`src/rtl/key_sequencer_if.sv`:
```
// Bus between the key sequencer and the key repository that holds the expanded
// round keys. The sequencer is the master; the repository is the slave.
interface key_sequencer_if;
  logic [0:255] cipherkey;
  logic         keylength128;
  logic         keylength192;
  logic         keylength256;
  logic         start_exp;
  logic         busy_exp;
  logic [3:0]   round_count;
  logic [0:127] roundkey;

  modport master (
    output cipherkey, keylength128, keylength192, keylength256, start_exp, round_count,
    input  busy_exp, roundkey
  );

  modport slave (
    input  cipherkey, keylength128, keylength192, keylength256, start_exp, round_count,
    output busy_exp, roundkey
  );
endinterface

```
`src/rtl/key_sequencer.sv`:
```
// Hands a cipher key to the key repository, waits for expansion, then sweeps the
// round keys out in encrypt (0..Nr) or decrypt (Nr..0) order as a registered stream.
module key_sequencer (
  input  logic                  mclk,
  input  logic                  arst_n,
  input  logic [0:255]          key_in,
  input  logic [1:0]            keylen,
  input  logic                  key_load,
  input  logic                  run,
  input  logic                  decrypt,
  key_sequencer_if.master       repo,
  output logic                  key_ready,
  output logic                  key_err,
  output logic [0:127]          rk_out,
  output logic                  rk_valid,
  output logic [3:0]            rk_round,
  output logic                  rk_last
);

  typedef enum logic [2:0] {
    IDLE    = 3'd0,
    START   = 3'd1,
    WAIT_HI = 3'd2,
    WAIT_LO = 3'd3,
    READY   = 3'd4,
    RUN     = 3'd5
  } state_t;

  state_t       state_q, state_d;
  logic [0:255] cipherkey_q, cipherkey_d;
  logic [2:0]   keylen_oh_q, keylen_oh_d;
  logic [3:0]   nr_q, nr_d;
  logic         dec_q, dec_d;
  logic [3:0]   round_count_q, round_count_d;
  logic         key_ready_q, key_ready_d;
  logic         key_err_q, key_err_d;
  logic [0:127] rk_out_q, rk_out_d;
  logic         rk_valid_q, rk_valid_d;
  logic [3:0]   rk_round_q, rk_round_d;
  logic         rk_last_q, rk_last_d;

  logic         accepting;
  logic         load_ok;
  logic         run_ok;
  logic         stepping;
  logic         at_term;
  logic [3:0]   terminal;

  assign accepting = (state_q == IDLE) || (state_q == READY);
  assign load_ok   = accepting && key_load && (keylen != 2'b11);
  assign run_ok    = (state_q == READY) && run && !key_load;
  assign terminal  = dec_q ? 4'd0 : nr_q;
  assign at_term   = (round_count_q == terminal);
  // The cycle after rk_last is a drain cycle in RUN, so key_ready lands one cycle later.
  assign stepping  = (state_q == RUN) && !rk_last_q;

  always_ff @(posedge mclk or negedge arst_n) begin
    if (!arst_n) begin
      state_q <= IDLE;
    end else begin
      state_q <= state_d;
    end
  end

  always_comb begin
    state_d = state_q;
    unique case (state_q)
      IDLE, READY: begin
        if (key_load) begin
          if (keylen != 2'b11) state_d = START;
        end else if (run_ok) begin
          state_d = RUN;
        end
      end
      START:   state_d = WAIT_HI;
      WAIT_HI: if (repo.busy_exp)  state_d = WAIT_LO;
      WAIT_LO: if (!repo.busy_exp) state_d = READY;
      RUN:     if (rk_last_q)      state_d = READY;
      default: state_d = IDLE;
    endcase
  end

  always_comb begin
    cipherkey_d   = cipherkey_q;
    keylen_oh_d   = keylen_oh_q;
    nr_d          = nr_q;
    dec_d         = dec_q;
    round_count_d = round_count_q;
    if (load_ok) begin
      cipherkey_d = key_in;
      unique case (keylen)
        2'b00:   begin keylen_oh_d = 3'b100; nr_d = 4'd10; end
        2'b01:   begin keylen_oh_d = 3'b010; nr_d = 4'd12; end
        default: begin keylen_oh_d = 3'b001; nr_d = 4'd14; end
      endcase
    end
    if (run_ok) begin
      dec_d         = decrypt;
      round_count_d = decrypt ? nr_q : 4'd0;
    end else if (stepping && !at_term) begin
      round_count_d = dec_q ? (round_count_q - 4'd1) : (round_count_q + 4'd1);
    end
    key_ready_d = (state_d == READY);
    key_err_d   = accepting && key_load && (keylen == 2'b11);
    rk_valid_d  = stepping;
    rk_last_d   = stepping && at_term;
    rk_out_d    = stepping ? repo.roundkey : rk_out_q;
    rk_round_d  = stepping ? round_count_q : rk_round_q;
  end

  always_ff @(posedge mclk or negedge arst_n) begin
    if (!arst_n) begin
      cipherkey_q   <= '0;
      keylen_oh_q   <= '0;
      nr_q          <= '0;
      dec_q         <= 1'b0;
      round_count_q <= '0;
      key_ready_q   <= 1'b0;
      key_err_q     <= 1'b0;
      rk_out_q      <= '0;
      rk_valid_q    <= 1'b0;
      rk_round_q    <= '0;
      rk_last_q     <= 1'b0;
    end else begin
      cipherkey_q   <= cipherkey_d;
      keylen_oh_q   <= keylen_oh_d;
      nr_q          <= nr_d;
      dec_q         <= dec_d;
      round_count_q <= round_count_d;
      key_ready_q   <= key_ready_d;
      key_err_q     <= key_err_d;
      rk_out_q      <= rk_out_d;
      rk_valid_q    <= rk_valid_d;
      rk_round_q    <= rk_round_d;
      rk_last_q     <= rk_last_d;
    end
  end

  always_comb begin
    repo.start_exp    = (state_q == START);
    repo.cipherkey    = cipherkey_q;
    repo.keylength128 = keylen_oh_q[2];
    repo.keylength192 = keylen_oh_q[1];
    repo.keylength256 = keylen_oh_q[0];
    repo.round_count  = round_count_q;
    key_ready         = key_ready_q;
    key_err           = key_err_q;
    rk_out            = rk_out_q;
    rk_valid          = rk_valid_q;
    rk_round          = rk_round_q;
    rk_last           = rk_last_q;
  end

endmodule

```
`src/flat_wrapper.sv`:
```
// flat-port wrapper written by rule: the top's interface ports become plain ports
module key_sequencer_flat 
  (mclk, arst_n, key_in, keylen, key_load, run, decrypt, key_ready, key_err, rk_out, rk_valid, rk_round, rk_last, repo_cipherkey, repo_keylength128, repo_keylength192, repo_keylength256, repo_start_exp, repo_round_count, repo_busy_exp, repo_roundkey);
  key_sequencer_if repo_i ();
  input  logic mclk;
  input  logic arst_n;
  input  logic [0:255] key_in;
  input  logic [1:0] keylen;
  input  logic key_load;
  input  logic run;
  input  logic decrypt;
  output logic key_ready;
  output logic key_err;
  output logic [0:127] rk_out;
  output logic rk_valid;
  output logic [3:0] rk_round;
  output logic rk_last;
  output wire logic [$bits(repo_i.cipherkey)-1:0] repo_cipherkey;
  output wire logic [$bits(repo_i.keylength128)-1:0] repo_keylength128;
  output wire logic [$bits(repo_i.keylength192)-1:0] repo_keylength192;
  output wire logic [$bits(repo_i.keylength256)-1:0] repo_keylength256;
  output wire logic [$bits(repo_i.start_exp)-1:0] repo_start_exp;
  output wire logic [$bits(repo_i.round_count)-1:0] repo_round_count;
  input wire logic [$bits(repo_i.busy_exp)-1:0] repo_busy_exp;
  input wire logic [$bits(repo_i.roundkey)-1:0] repo_roundkey;
  assign repo_cipherkey = repo_i.cipherkey;
  assign repo_keylength128 = repo_i.keylength128;
  assign repo_keylength192 = repo_i.keylength192;
  assign repo_keylength256 = repo_i.keylength256;
  assign repo_start_exp = repo_i.start_exp;
  assign repo_round_count = repo_i.round_count;
  assign repo_i.busy_exp = repo_busy_exp;
  assign repo_i.roundkey = repo_roundkey;
  key_sequencer u_core (.mclk(mclk), .arst_n(arst_n), .key_in(key_in), .keylen(keylen), .key_load(key_load), .run(run), .decrypt(decrypt), .repo(repo_i), .key_ready(key_ready), .key_err(key_err), .rk_out(rk_out), .rk_valid(rk_valid), .rk_round(rk_round), .rk_last(rk_last));
endmodule
```
`config.mk`:
```
export PLATFORM = sky130hd
export DESIGN_NAME = key_sequencer_flat
export DESIGN_NICKNAME = d
export VERILOG_FILES = /design/src/rtl/key_sequencer_if.sv /design/src/rtl/key_sequencer.sv /design/src/flat_wrapper.sv
export SDC_FILE = /design/constraint.sdc
export NUM_CORES = 1
export LEC_CHECK = 0
export CAP_MARGIN = 5
export CELL_PAD_IN_SITES_DETAIL_PLACEMENT = 1
export CELL_PAD_IN_SITES_GLOBAL_PLACEMENT = 2
export CORE_AREA = 2 2 304 306
export DETAILED_ROUTE_END_ITERATION = 8
export DIE_AREA = 0 0 306 308
export GPL_ROUTABILITY_DRIVEN = 0
export PLACE_DENSITY_LB_ADDON = 0.1
export SETUP_SLACK_MARGIN = 0.1
export SLEW_MARGIN = 10
export SYNTH_ARGS = -nofsm -noshare
export SYNTH_HDL_FRONTEND = slang
export SYNTH_SLANG_ARGS = --single-unit
```
`constraint.sdc`:
```
create_clock -name mclk -period 2.15 [get_ports mclk]
set_input_delay 0.215 -clock mclk [delete_from_list [all_inputs] [get_ports mclk]]
set_output_delay 0.215 -clock mclk [all_outputs]
set_load 0.02 [all_outputs]
```
Yosys cells after proc, flatten, opt, wreduce, memory -nomap -nowiden
Cells that the tools add are included.
{"block": "word_totals", "reg_bits": 407, "input_bits": 392, "out_inout_bits": 400}
{"block": "op_classes", "n_reduce_logical": 16, "n_eq_ne": 10, "addsub": 2, "n_mux": 14}
{"cell": "$mux 4", "count": 5}
{"cell": "$mux 3", "count": 6}
{"cell": "$pmux 3 s5", "count": 1}
{"cell": "$pmux 3 s2", "count": 2}
{"cell": "$eq 3x3->1 const B", "count": 3}
{"cell": "$logic_and 1x1->1", "count": 8}
{"cell": "$eq 3x2->1 const B", "count": 2}
{"cell": "$add 4x1->4 const B", "count": 1}
{"cell": "$eq 4x4->1", "count": 1}
{"cell": "$sub 4x1->4 const B", "count": 1}
{"cell": "$eq 3x1->1 const B", "count": 1}
{"cell": "$logic_not 1->1", "count": 3}
{"cell": "$logic_not 3->1", "count": 1}
{"cell": "$eq 2x1->1 const B", "count": 1}
{"cell": "$eq 2x2->1 const B", "count": 1}
{"cell": "$logic_not 2->1", "count": 1}
{"cell": "$ne 2x2->1 const B", "count": 1}
{"cell": "$reduce_bool 2->1", "count": 1}
{"cell": "$reduce_or 2->1", "count": 1}
{"cell": "$logic_or 1x1->1", "count": 1}

Depth between registers and ports, before layout
{"block": "depth", "word_depth": 7, "mapped_depth": 8}

Least setup slack after synthesis
No wires, ideal clock.
{"block": "synth_timing", "kind": "register -> register", "startpoint": "register u_core.round_count_q[2], in the netlist u_core.repo.round_count[2]", "endpoint": "register u_core.round_count_q[3], in the netlist u_core.repo.round_count[3]", "stages_incl_launch_ff": 6, "period_less_slack_ps": 1911, "t_required_ps": 2018, "setup_time_ps": 132, "slack_ps": 239, "t_arrival_ps": 1780, "cell_sequence": "dfrtp_1 inv_1 a221o_1 a2111o_1 nand4_1 or3b_1"}
{"block": "synth_between", "elab_chain_len": 4, "elab_cells_between_ends": 9, "classes_between": "add/sub: 2; eq/ne: 1; mux: 3; reduce/logical: 3"}
{"item": "from (decl)", "line": "key_sequencer.sv:34", "source": "logic [3:0] round_count_q, round_count_d;"}
{"item": "from (signal assigned)", "line": "key_sequencer.sv:129", "source": "round_count_q <= round_count_d;"}
{"item": "$add 4x1->4 (tied with other cells)", "line": "key_sequencer.sv:101", "source": "round_count_d = dec_q ? (round_count_q - 4'd1) : (round_count_q + 4'd1);"}
{"item": "$mux 4 / $logic_not 1->1 (equally long branches)", "line": "key_sequencer.sv:101, key_sequencer.sv:100"}
{"item": "$mux 4 / $logic_and 1x1->1 (equally long branches)", "line": "key_sequencer.sv:100", "source": "end else if (stepping && !at_term) begin"}
{"item": "$mux 4 / $reduce_bool 2->1 (equally long branches)"}
Several ways; a longest one is shown, not always the timed one. The select of a mux whose other input is x is not followed.
A chain may end at the register's enable or synchronous reset.

Worst setup path after layout
{"block": "layout_timing", "startpoint": "register u_core.cipherkey_q, in the netlist u_core.repo.cipherkey[6]", "endpoint": "output port repo_cipherkey[249]"}
{"item": "from (decl)", "line": "key_sequencer.sv:30", "source": "logic [0:255] cipherkey_q, cipherkey_d;"}
{"item": "from (signal assigned)", "line": "key_sequencer.sv:125", "source": "cipherkey_q <= cipherkey_d;"}
{"item": "to (decl)", "line": "flat_wrapper.sv:18", "source": "output wire logic [$bits(repo_i.cipherkey)-1:0] repo_cipherkey;"}
No word-level cell between the ends.

==> impl_metrics.tcl <==
set metrics [dict create \
    status "complete, no violations" \
    clk_pin_slew_ns 0.06 \
    post_synth_and_or_nand_nor_area_fraction_pct 10.8 \
    die-area_sq_um 94200 \
    r2r_start "u_core.repo.round_count[2]$_DFFE_PN0P_" \
    synth_xor_area_share_pct 0.173 \
    synth-seq-area-share_pct 66.7 \
    grt_pass1_vias 14000 \
    p_comb_share_pct 47.5 \
    cts-root-buf "clkbuf_16" \
    fin_tns_setup_ns 0 \
    clock_power_share_pct 21.2 \
    max-slew-margin-rel_pct 60.7 \
    clock_path_buffers 3 \
    startpoint "u_core.repo.cipherkey[6]$_DFFE_PN0P_" \
    cp_max_fo 2 \
    multi_input_area_sq_um 4770 \
    crit_path_end_kind "primary output" \
    synth_fa_ha_area_share_pct 0.296 \
    hold_start "repo_roundkey[104]" \
    antenna_found_initial 10 \
    drc 0 \
    reg2reg_to "u_core.repo.round_count[3]$_DFFE_PN0P_" \
    path_cells "clkdlybuf4s50_1" \
    p_leak_nw 11.5 \
    timing.fmax_mhz 511 \
    first_pass_iters 4 \
    grt_max_degree 77 \
    start_kind "flip-flop" \
    drv_cap 0 \
    num_vias 12200 \
    arrival_ns 1.74 \
    worst_ep_required_time_ns 1.93 \
    report.final.setup_viol 0 \
    synth_compound_area_share_pct 1.05 \
    post-cts-setup-buffer-count 0 \
    crit_type "reg -> out" \
    period_minus_slack_ns 1.96 \
    ys_warn_count 0 \
    start_util_pct 16.7 \
    mostFrequentLayoutCells "clkdlybuf4s50_1 (787), dfrtp_1 (405), nand2_1 (397)" \
    holdPathEnd "u_core.rk_out[23]$_DFFE_PN0P_" \
    grt_usage_pct 14.7 \
    coreArea_sq_um 91000 \
    ctsHtreeMaxLevel 2 \
    finalHoldViolCount 0 \
    synth_top_family_by_area "multiplexers" \
    rows 111 \
    final_common_cell "clkdlybuf4s50_1" \
    hp-class "in -> reg" \
    p_total_mw 43.7 \
    io_buffers 791 \
    synth-seq-cells 406 \
    ant_nets 0 \
    cts.sinks 406 \
    synthMuxAreaShare_pct 18.9 \
    seqPwrFrac_pct 31.3 \
    nFillCells 9944 \
    slew_viol_final 0 \
    via_per_inst 3.74 \
    internal_power_mw 27.3 \
    grt.overflow.total 0 \
    synth.top_cell.area_share_pct 66.7 \
    final_layout_size_suffix_gt1_share_pct 19.3 \
    tightest_slew_ns 0.590 \
    p_switching_mw 16.4 \
    fin_nets 2417 \
    syn_avg_cell_area_sq_um 12.9 \
    whs_ns 0.124 \
    synth_area_leaders "dfrtp_1 (67%), mux2_2 (19%), nand2_1 (9.8%)" \
    num_io_pins 792 \
    synth_top_area_cell "dfrtp_1" \
    routedWlPerCell_um 21.8 \
    clock_latency_ns 0.61 \
    drt-initial-drc-count 356 \
    fin_crit_sh_pct 91.1 \
    cts_buffers 56 \
    cts_tree "yes" \
    reg2reg_depth 5 \
    grt_pass1_wl_um 100000 \
    synthCells 1184 \
    totalWireLength_um 70900 \
    fin_worst_skew_ns 0.0285 \
    syn2layout_area_growth_pct 75.9 \
    crit_family "buffers and inverters" \
    hpwl_um 55100 \
    ir_drop_mv 0.731 \
    sw_frac_of_total_pct 37.6 \
    die_h_um 308 \
    syn_nets 1579 \
    synthDistinctLibCells 35 \
    cp_slowest_cell "clkdlybuf4s50_1" \
    synth.cell_area_sq_um 15200 \
    p_per_area_nw_per_um2 1630 \
    slowest_delay_ns 0.78 \
    rsz0062_at_grt "no" \
    min_path_cells 3 \
    chipWidth_um 306 \
    critPathBufInv 1 \
    final-seq-area_sq_um 10200 \
    regToRegSetupSlack_ns 0.22 \
]
## cell usage after synthesis, drive strengths merged
library cell	instances
nand3	6
or3b	1
buf	31
mux2	256
nor2b	2
nand3b	1
clkbuf	28
a2111o	1
o22ai	1
a21oi	6
nand2b	3
nor2	5
or3	1
or2	1
o2111ai	1
a2bb2oi	1
inv	9
and2	1
ha	2
o21a	1
a221o	1
o21ai	9
a21o	2
nand2	397
nor3	2
nand4b	1
xnor2	3
dfrtp	406
nand4	1
o311ai	2
and4b	1
fa	1
## worst max-delay path by stage
stage          cells past startpoint                                      to  slack (ns)
6_report                           1                     repo_cipherkey[249]        0.19
5_1_grt                            1                             rk_round[3]        0.11
4_1_cts                            1                     repo_round_count[3]        0.10
3_5_place_dp                       6   u_core.repo.cipherkey[13]$_DFFE_PN0P_        0.17
3_3_place_gp                       6  u_core.repo.cipherkey[102]$_DFFE_PN0P_        0.18
2_1_floorplan                      5  u_core.repo.round_count[3]$_DFFE_PN0P_        0.24
## cell type report
cell class,instances,area share [%]
sequential,406,37.9
timing repair buffer,839,31.7
multi-input combinational,710,17.8
clock buffer,89,6.44
tap,1186,5.54
clock inverter,13,0.416
inverter,9,0.154
antenna,1,0.00934
## cells by family (layout without fill, tap and decap cells)
| logic type | Yosys count | after routing |
|---|---|---|
| DFF | 406 | 406 |
| other | 0 | 1 |
| adders and majority gates | 3 | 3 |
| buffers and inverters | 68 | 950 |
| muxes | 256 | 256 |
| and+or+nand+nor | 423 | 423 |
| AOI/OAI and AO/OA | 25 | 25 |
| xor gates and xnor gates | 3 | 3 |
## timing repair
action	4_1_cts	5_1_grt
endpoints found under the setup margin	3	1
gates resized for setup	3	1
gates cloned	0	0
hold buffers	1	0
hold endpoints to repair	52	0
## power by group through the flow
stage	Clock, mW	Combinational [mW]	Sequential (mW)
2_1_floorplan	0	4.64	18.3
3_3_place_gp	0	21.0	13.7
3_5_place_dp	0	21.1	13.8
5_1_grt	9.98	21.9	14.3
6_report	9.27	20.7	13.7
4_1_cts	9.71	21.2	13.7
## metrics by stage
step	utilization, %	cell area, sq um	cells	setup slack (ns)
3_3_place_gp	27.4	24900	3149	0.180
4_1_cts	29.4	26800	3252	0.104
6_report	29.4	26800	3253	0.192
2_1_floorplan	-	15200	1184	0.239
3_5_place_dp	27.4	24900	3149	0.174
5_1_grt	29.4	26800	3252	0.108
## layer usage
| layer | vias up | global-route usage (%) | wire, um |
|---|---|---|---|
| met4 | 14 | 3.78 | 1490 |
| met2 | 428 | 27.9 | 38700 |
| li1 | 5559 | - | - |
| met3 | 97 | 5.73 | 5920 |
| met1 | 6064 | 14.7 | 24700 |
| met5 | - | 0 | 82 |
## registers in the layout (all words and copies together) (netlist names)
name	flops
u_core.dec_q	1
u_core.rk_valid	1
u_core.key_ready	1
u_core.rk_round	4
u_core.repo.cipherkey	256
u_core.state_q	3
u_core.rk_out	128
u_core.key_err	1
u_core.rk_last	1
u_core.keylen_oh_q	3
u_core.nr_q	3
u_core.repo.round_count	4
(Power assumes the default switching activity.)
